`src/rtl/mem_port_arbiter_pkg.sv`:
```
// Shared definitions for the instruction/data memory port arbiter:
// FSM state encodings and default widths.
package mem_port_arbiter_pkg;

  localparam int DEF_AW          = 32;
  localparam int DEF_DW          = 32;
  localparam int DEF_MAX_DSTREAK = 4;

  typedef logic [1:0] arb_state_t;

  localparam arb_state_t ARB_IDLE  = 2'd0;
  localparam arb_state_t ARB_IBUSY = 2'd1;
  localparam arb_state_t ARB_DBUSY = 2'd2;

endpackage

```
`src/rtl/mem_port_arbiter_streak_cnt.sv`:
```
// Saturating count of consecutive data grants taken while a fetch waits;
// sat tells the arbiter the fetch must win the next grant.
module arb_streak_cnt
  import mem_port_arbiter_pkg::*;
#(
  parameter int MAX = DEF_MAX_DSTREAK
) (
  input  logic clk,
  input  logic rst,
  input  logic inc,
  input  logic clr,
  output logic sat
);

  localparam int CW = $clog2(MAX + 1);
  localparam logic [CW-1:0] MAX_C = CW'(MAX);

  logic [CW-1:0] cnt_r;

  // streak counter: clear wins over increment, holds at MAX
  always_ff @(posedge clk or negedge rst) begin
    if (!rst) begin
      cnt_r <= {CW{1'b0}};
    end else if (clr) begin
      cnt_r <= {CW{1'b0}};
    end else if (inc && (cnt_r != MAX_C)) begin
      cnt_r <= cnt_r + CW'(1);
    end else begin
      cnt_r <= cnt_r;
    end
  end

  assign sat = (cnt_r == MAX_C);

endmodule

```
`src/rtl/mem_port_arbiter.sv`:
```
// Shares one single-port variable-latency memory between the fetch and data
// ports of the pipeline; data has priority, bounded by a fairness streak limit.
module mem_port_arbiter
  import mem_port_arbiter_pkg::*;
#(
  parameter int AW          = DEF_AW,
  parameter int DW          = DEF_DW,
  parameter int MAX_DSTREAK = DEF_MAX_DSTREAK
) (
  input  logic          clk,
  input  logic          rst,
  input  logic          if_req,
  input  logic [AW-1:0] if_addr,
  output logic [DW-1:0] if_rdata,
  output logic          if_stall,
  input  logic          d_req,
  input  logic          d_we,
  input  logic [AW-1:0] d_addr,
  input  logic [DW-1:0] d_wdata,
  output logic [DW-1:0] d_rdata,
  output logic          d_stall,
  output logic          mem_req,
  output logic          mem_we,
  output logic [AW-1:0] mem_addr,
  output logic [DW-1:0] mem_wdata,
  input  logic          mem_ready,
  input  logic [DW-1:0] mem_rdata
);

  arb_state_t    state_r;
  logic          mem_req_r;
  logic          mem_we_r;
  logic [AW-1:0] mem_addr_r;
  logic [DW-1:0] mem_wdata_r;

  logic idle_s, sat_s, grant_d_s, grant_i_s, inc_s, clr_s;
  logic i_cpl_s, d_cpl_s;

  // arbitration happens only in IDLE; the bubble between accesses is intentional
  assign idle_s    = (state_r == ARB_IDLE);
  assign grant_d_s = idle_s & d_req & ~(sat_s & if_req);
  assign grant_i_s = idle_s & if_req & ~grant_d_s;
  assign inc_s     = grant_d_s & if_req;
  assign clr_s     = grant_i_s | (idle_s & ~if_req);

  arb_streak_cnt #(.MAX(MAX_DSTREAK)) u_streak (
    .clk (clk),
    .rst (rst),
    .inc (inc_s),
    .clr (clr_s),
    .sat (sat_s)
  );

  // FSM plus latched memory-side command, held stable while BUSY
  always_ff @(posedge clk or negedge rst) begin
    if (!rst) begin
      state_r     <= ARB_IDLE;
      mem_req_r   <= 1'b0;
      mem_we_r    <= 1'b0;
      mem_addr_r  <= {AW{1'b0}};
      mem_wdata_r <= {DW{1'b0}};
    end else begin
      case (state_r)
        ARB_IDLE: begin
          if (grant_d_s) begin
            state_r     <= ARB_DBUSY;
            mem_req_r   <= 1'b1;
            mem_we_r    <= d_we;
            mem_addr_r  <= d_addr;
            mem_wdata_r <= d_wdata;
          end else if (grant_i_s) begin
            state_r     <= ARB_IBUSY;
            mem_req_r   <= 1'b1;
            mem_we_r    <= 1'b0;
            mem_addr_r  <= if_addr;
            mem_wdata_r <= {DW{1'b0}};
          end else begin
            state_r   <= ARB_IDLE;
            mem_req_r <= 1'b0;
          end
        end
        ARB_IBUSY, ARB_DBUSY: begin
          if (mem_ready) begin
            state_r   <= ARB_IDLE;
            mem_req_r <= 1'b0;
          end else begin
            state_r   <= state_r;
            mem_req_r <= 1'b1;
          end
        end
        default: begin
          state_r   <= ARB_IDLE;
          mem_req_r <= 1'b0;
        end
      endcase
    end
  end

  // a port whose requester has gone away gets no data back
  assign i_cpl_s = (state_r == ARB_IBUSY) & mem_ready;
  assign d_cpl_s = (state_r == ARB_DBUSY) & mem_ready;

  // read-data gating and stall generation
  always_comb begin
    if_rdata = {DW{1'b0}};
    d_rdata  = {DW{1'b0}};
    if (i_cpl_s && if_req) begin
      if_rdata = mem_rdata;
    end else begin
      if_rdata = {DW{1'b0}};
    end
    if (d_cpl_s && d_req) begin
      d_rdata = mem_rdata;
    end else begin
      d_rdata = {DW{1'b0}};
    end
  end

  assign if_stall  = if_req & ~i_cpl_s;
  assign d_stall   = d_req & ~d_cpl_s;
  assign mem_req   = mem_req_r;
  assign mem_we    = mem_we_r;
  assign mem_addr  = mem_addr_r;
  assign mem_wdata = mem_wdata_r;

endmodule

```
`config.mk`:
```
export PLATFORM = sky130hd
export DESIGN_NAME = mem_port_arbiter
export DESIGN_NICKNAME = d
export VERILOG_FILES = /design/src/rtl/mem_port_arbiter_pkg.sv /design/src/rtl/mem_port_arbiter_streak_cnt.sv /design/src/rtl/mem_port_arbiter.sv
export SDC_FILE = /design/constraint.sdc
export NUM_CORES = 1
export LEC_CHECK = 0
export BUFFER_PORTS_ARGS = -buffer_cell sky130_fd_sc_hd__buf_2
export CORE_AREA = 4 4 101 103
export DETAILED_ROUTE_END_ITERATION = 10
export DIE_AREA = 0 0 105 107
export PLACE_DENSITY = 0.75
export SETUP_SLACK_MARGIN = 0.5
export SYNTH_ARGS = -nofsm -noshare
export SYNTH_HDL_FRONTEND = slang
export SYNTH_SLANG_ARGS = --single-unit
```
`constraint.sdc`:
```
create_clock -name clk -period 2.1 [get_ports clk]
set_input_delay 0.21 -clock clk [delete_from_list [all_inputs] [get_ports clk]]
set_output_delay 0.21 -clock clk [all_outputs]
set_load 0.02 [all_outputs]
```
==> qor_table.md <==
| Metric | This run |
|---|---|
| Number of clock buffers inserted by TritonCTS | 9 |
| Post-DP HPWL | 9.01 mm |
| Final period utilization | 0.914 |
| Main flop type after synthesis | sky130_fd_sc_hd__dfrtp_1 |
| Portion of synthesized cell area occupied by the leading cell type | 0.519 |
| Critical path capture point type | output pin |
| Starting DRC count in detailed routing | 229 |
| Leading cell type by number of instances after synthesis | sky130_fd_sc_hd__dfrtp_1 |
| Maximum capacitance violations | 0 |
| Clock tree root buffer cell | sky130_fd_sc_hd__clkbuf_8 |
| Worst endpoint data arrival time | 1.71 ns |
| Synthesized instance count | 363 |
| Number of placed I/O pins | 266 |
| Ys Warns | 0 |
| Maximum vdd ir drop | 0.000764 V |
| Max transition margin | 0.546 |
| Sequential element share of the synthesized area | 0.519 |
| Unique masters post-synth | 19 |
| Area contributors post-synth | sky130_fd_sc_hd__dfrtp_1, sky130_fd_sc_hd__and2_1, sky130_fd_sc_hd__a21oi_1 |
| Per-cell routed wire length | 17.5 um |
| Leak pwr | 2.99 nW |
| Total routed wirelength | 13.1 mm |
| IO buf count | 265 |
| Count of vias placed by the detailed router | 3,812 |
| Setup skew after layout | 0.00933 ns |
| Count of antenna-violating nets left after detailed routing | 0 |
| Die footprint | 11,200 sq um |
| Power per Cell Area | 1280 nW/um^2 |
| Worst-Margin Slew | 0.679 ns |
| Antenna violations before repair | 3 |
| Number of clock sinks | 71 |
| Via density | 5.10 |
| Shortest clock period the worst path allows after layout | 1.92 ns |
| Remaining design rule violation count | 0 |
| Type of the most critical hold path | in2reg |
| Aggregate negative setup slack | 0 ns |
| Area growth syn-to-layout | 63.0% |
| Number of register bits inferred by synthesis | 71 |
| Number of nets in the final layout | 770 |
| Setup repair after global routing missed its margin | yes |
| Initial Util | 0.372 |
| F_max | 0.521 GHz |
| Run status | finished clean |
| Width of the chip | 105 um |
| Max Buffers Root-to-Sink | 2 |
| Per-instance average area after synthesis | 9.43 sq um |
| Async set-reset flop share out of synthesis | 1.00 |
| Clock transition time at the flip-flop clock pins of the worst setup and hold paths | 0.08 ns |
| Worst endpoint required time | 1.89 ns |
| Core area | 9200 sq um |
| Number of global-route vias before repair | 3,847 |
| Top fanout value on the critical path | 8 |
| First-pass GRT wire length | 19.2 mm |
| Clock tree from TritonCTS | done |
| Top cells by count, synth | sky130_fd_sc_hd__dfrtp_1, sky130_fd_sc_hd__a21oi_1, sky130_fd_sc_hd__and2_1 |
| Synthesized cell area | 3420 sq um |
| RePlAce Congestion | 0.843 |
| Number of H-tree branching levels | 3 |
| Post-Route Hold Slack | 0.0859 ns |
| Number of hold-slack violations in the final timing report | 0 |
| Critical path startpoint category | register |
| Global-route total usage across every layer | 0.213 |
| Setup-failing EPs final | 0 |
| GRT Residual Overflow | 0 |
| Area leader, netlist | sky130_fd_sc_hd__dfrtp_1 |
| Die extent in y | 107 um |
| Latest clock arrival within the worst-skew pair | 0.33 ns |
| Post-Syn Nets | 504 |
| DRT Pass-1 Iters | 5 |
| FP Rows | 35 |
| Post-synth EDFFs | 0 |
| Count of pins over their slew limit | 0 |
| Layout cell share with drive strength beyond 1 | 0.520 |
| Type of the setup path with the least slack | reg2out |
| Maximum number of pins on one net before global-route repair | 72 |
-- final timing paths --
check | slack (ns) | from | end | cells past startpoint
setup reg to reg | 0.29 | state_r[1]$_DFFE_PN0N_ | mem_addr[6]$_DFFE_PN0P_ | 7
max in group asynchronous | 1.33 | rst | mem_addr[30]$_DFFE_PN0P_ | 3
min in group asynchronous | 0.42 | rst | mem_addr[20]$_DFFE_PN0P_ | 3
hold reg to reg | 0.51 | mem_wdata[14]$_DFFE_PN0P_ | mem_wdata[14]$_DFFE_PN0P_ | 1
setup / recovery | 0.18 | state_r[0]$_DFFE_PN0N_ | d_rdata[25] | 6
hold / removal | 0.09 | d_wdata[5] | mem_wdata[5]$_DFFE_PN0P_ | 2
-- critical path: stages, from the launching register on --
cell	delay [ns]
sky130_fd_sc_hd__dfrtp_1	0.42
sky130_fd_sc_hd__inv_2	0.12
sky130_fd_sc_hd__ha_4	0.14
sky130_fd_sc_hd__and3_4	0.25
sky130_fd_sc_hd__clkbuf_16	0.17
sky130_fd_sc_hd__and2_1	0.16
sky130_fd_sc_hd__buf_6	0.13
-- area by class of cell --
type | instances | area (sq um)
tap | 111 | 139
clock inverter | 6 | 62.6
clock buffer | 9 | 124
inverter | 7 | 26.3
multi-input combinational | 258 | 1580
sequential | 71 | 1780
antenna | 3 | 7.51
fill | 777 | 3620
timing repair buffer | 282 | 1870
-- through the flow --
step	power, mW	utilization	std cells	worst slack, ns	area, sq um
2_1_floorplan	4.60	-	363	0.574	3420
3_3_place_gp	5.73	0.528	719	0.467	4850
3_5_place_dp	5.84	0.528	719	0.350	4850
4_1_cts	7.07	0.575	740	0.219	5290
5_1_grt	7.63	0.607	747	0.0954	5580
6_report	7.14	0.607	747	0.180	5580
-- flip-flops by register name, summed over array words and instances (netlist names) --
signal	cells
mem_wdata	32
mem_req	1
mem_addr	32
u_streak.cnt_r	3
mem_we	1
state_r	2
-- placed cells by master (no fill, tap or decap), types with 3 or more instances in the layout --
cell | netlist | routed
sky130_fd_sc_hd__buf_2 | 8 | 199
sky130_fd_sc_hd__dfrtp_1 | 71 | 71
sky130_fd_sc_hd__a21oi_1 | 69 | 69
sky130_fd_sc_hd__buf_4 | 0 | 41
sky130_fd_sc_hd__and2_1 | 64 | 40
sky130_fd_sc_hd__nand2_1 | 35 | 35
sky130_fd_sc_hd__a22o_1 | 33 | 33
sky130_fd_sc_hd__nor2_1 | 34 | 33
sky130_fd_sc_hd__buf_6 | 4 | 31
sky130_fd_sc_hd__and2_4 | 0 | 24
sky130_fd_sc_hd__clkbuf_8 | 0 | 9
sky130_fd_sc_hd__inv_1 | 7 | 5
sky130_fd_sc_hd__ha_1 | 7 | 5
sky130_fd_sc_hd__buf_8 | 0 | 4
sky130_fd_sc_hd__diode_2 | 0 | 3
sky130_fd_sc_hd__nand3_1 | 3 | 3
sky130_fd_sc_hd__clkinvlp_4 | 0 | 3
sky130_fd_sc_hd__buf_12 | 0 | 3
-- power breakdown --
part / internal [mW] / leakage [nW] / switching, mW
Combinational: 1.47 / 2.05 / 2.27
Clock: 0.537 / 0.0871 / 0.502
Sequential: 2.00 / 0.857 / 0.375
-- per-layer routing --
| layer | GRT usage | share of wire | up-vias |
|---|---|---|---|
| li1 | - | - | 1755 |
| met1 | 0.211 | 0.35 | 1815 |
| met2 | 0.403 | 0.54 | 214 |
| met3 | 0.0626 | 0.075 | 28 |
| met4 | 0.103 | 0.029 | 0 |
| met5 | 0 | 0 | - |
-- cell families (layout without fill, tap and decap cells) --
group,Yosys count,count (layout),synth area share
buffers and inverters,34,304,0.0490
other,0,3,0
muxes,1,1,0.00292
adders and majority gates,7,7,0.0256
and+or+nand+nor,140,140,0.204
DFF,71,71,0.519
AOI/OAI and AO/OA,110,110,0.199
-- timing repair --
action,in CTS,in global routing
pin swaps,0,23
hold buffers,1,0
setup buffers,2,2
endpoints found under the hold margin,71,0
resized for setup,70,69
cloned,3,2
setup endpoints to repair,129,135
Note: power is estimated with default switching activity, not from simulation.
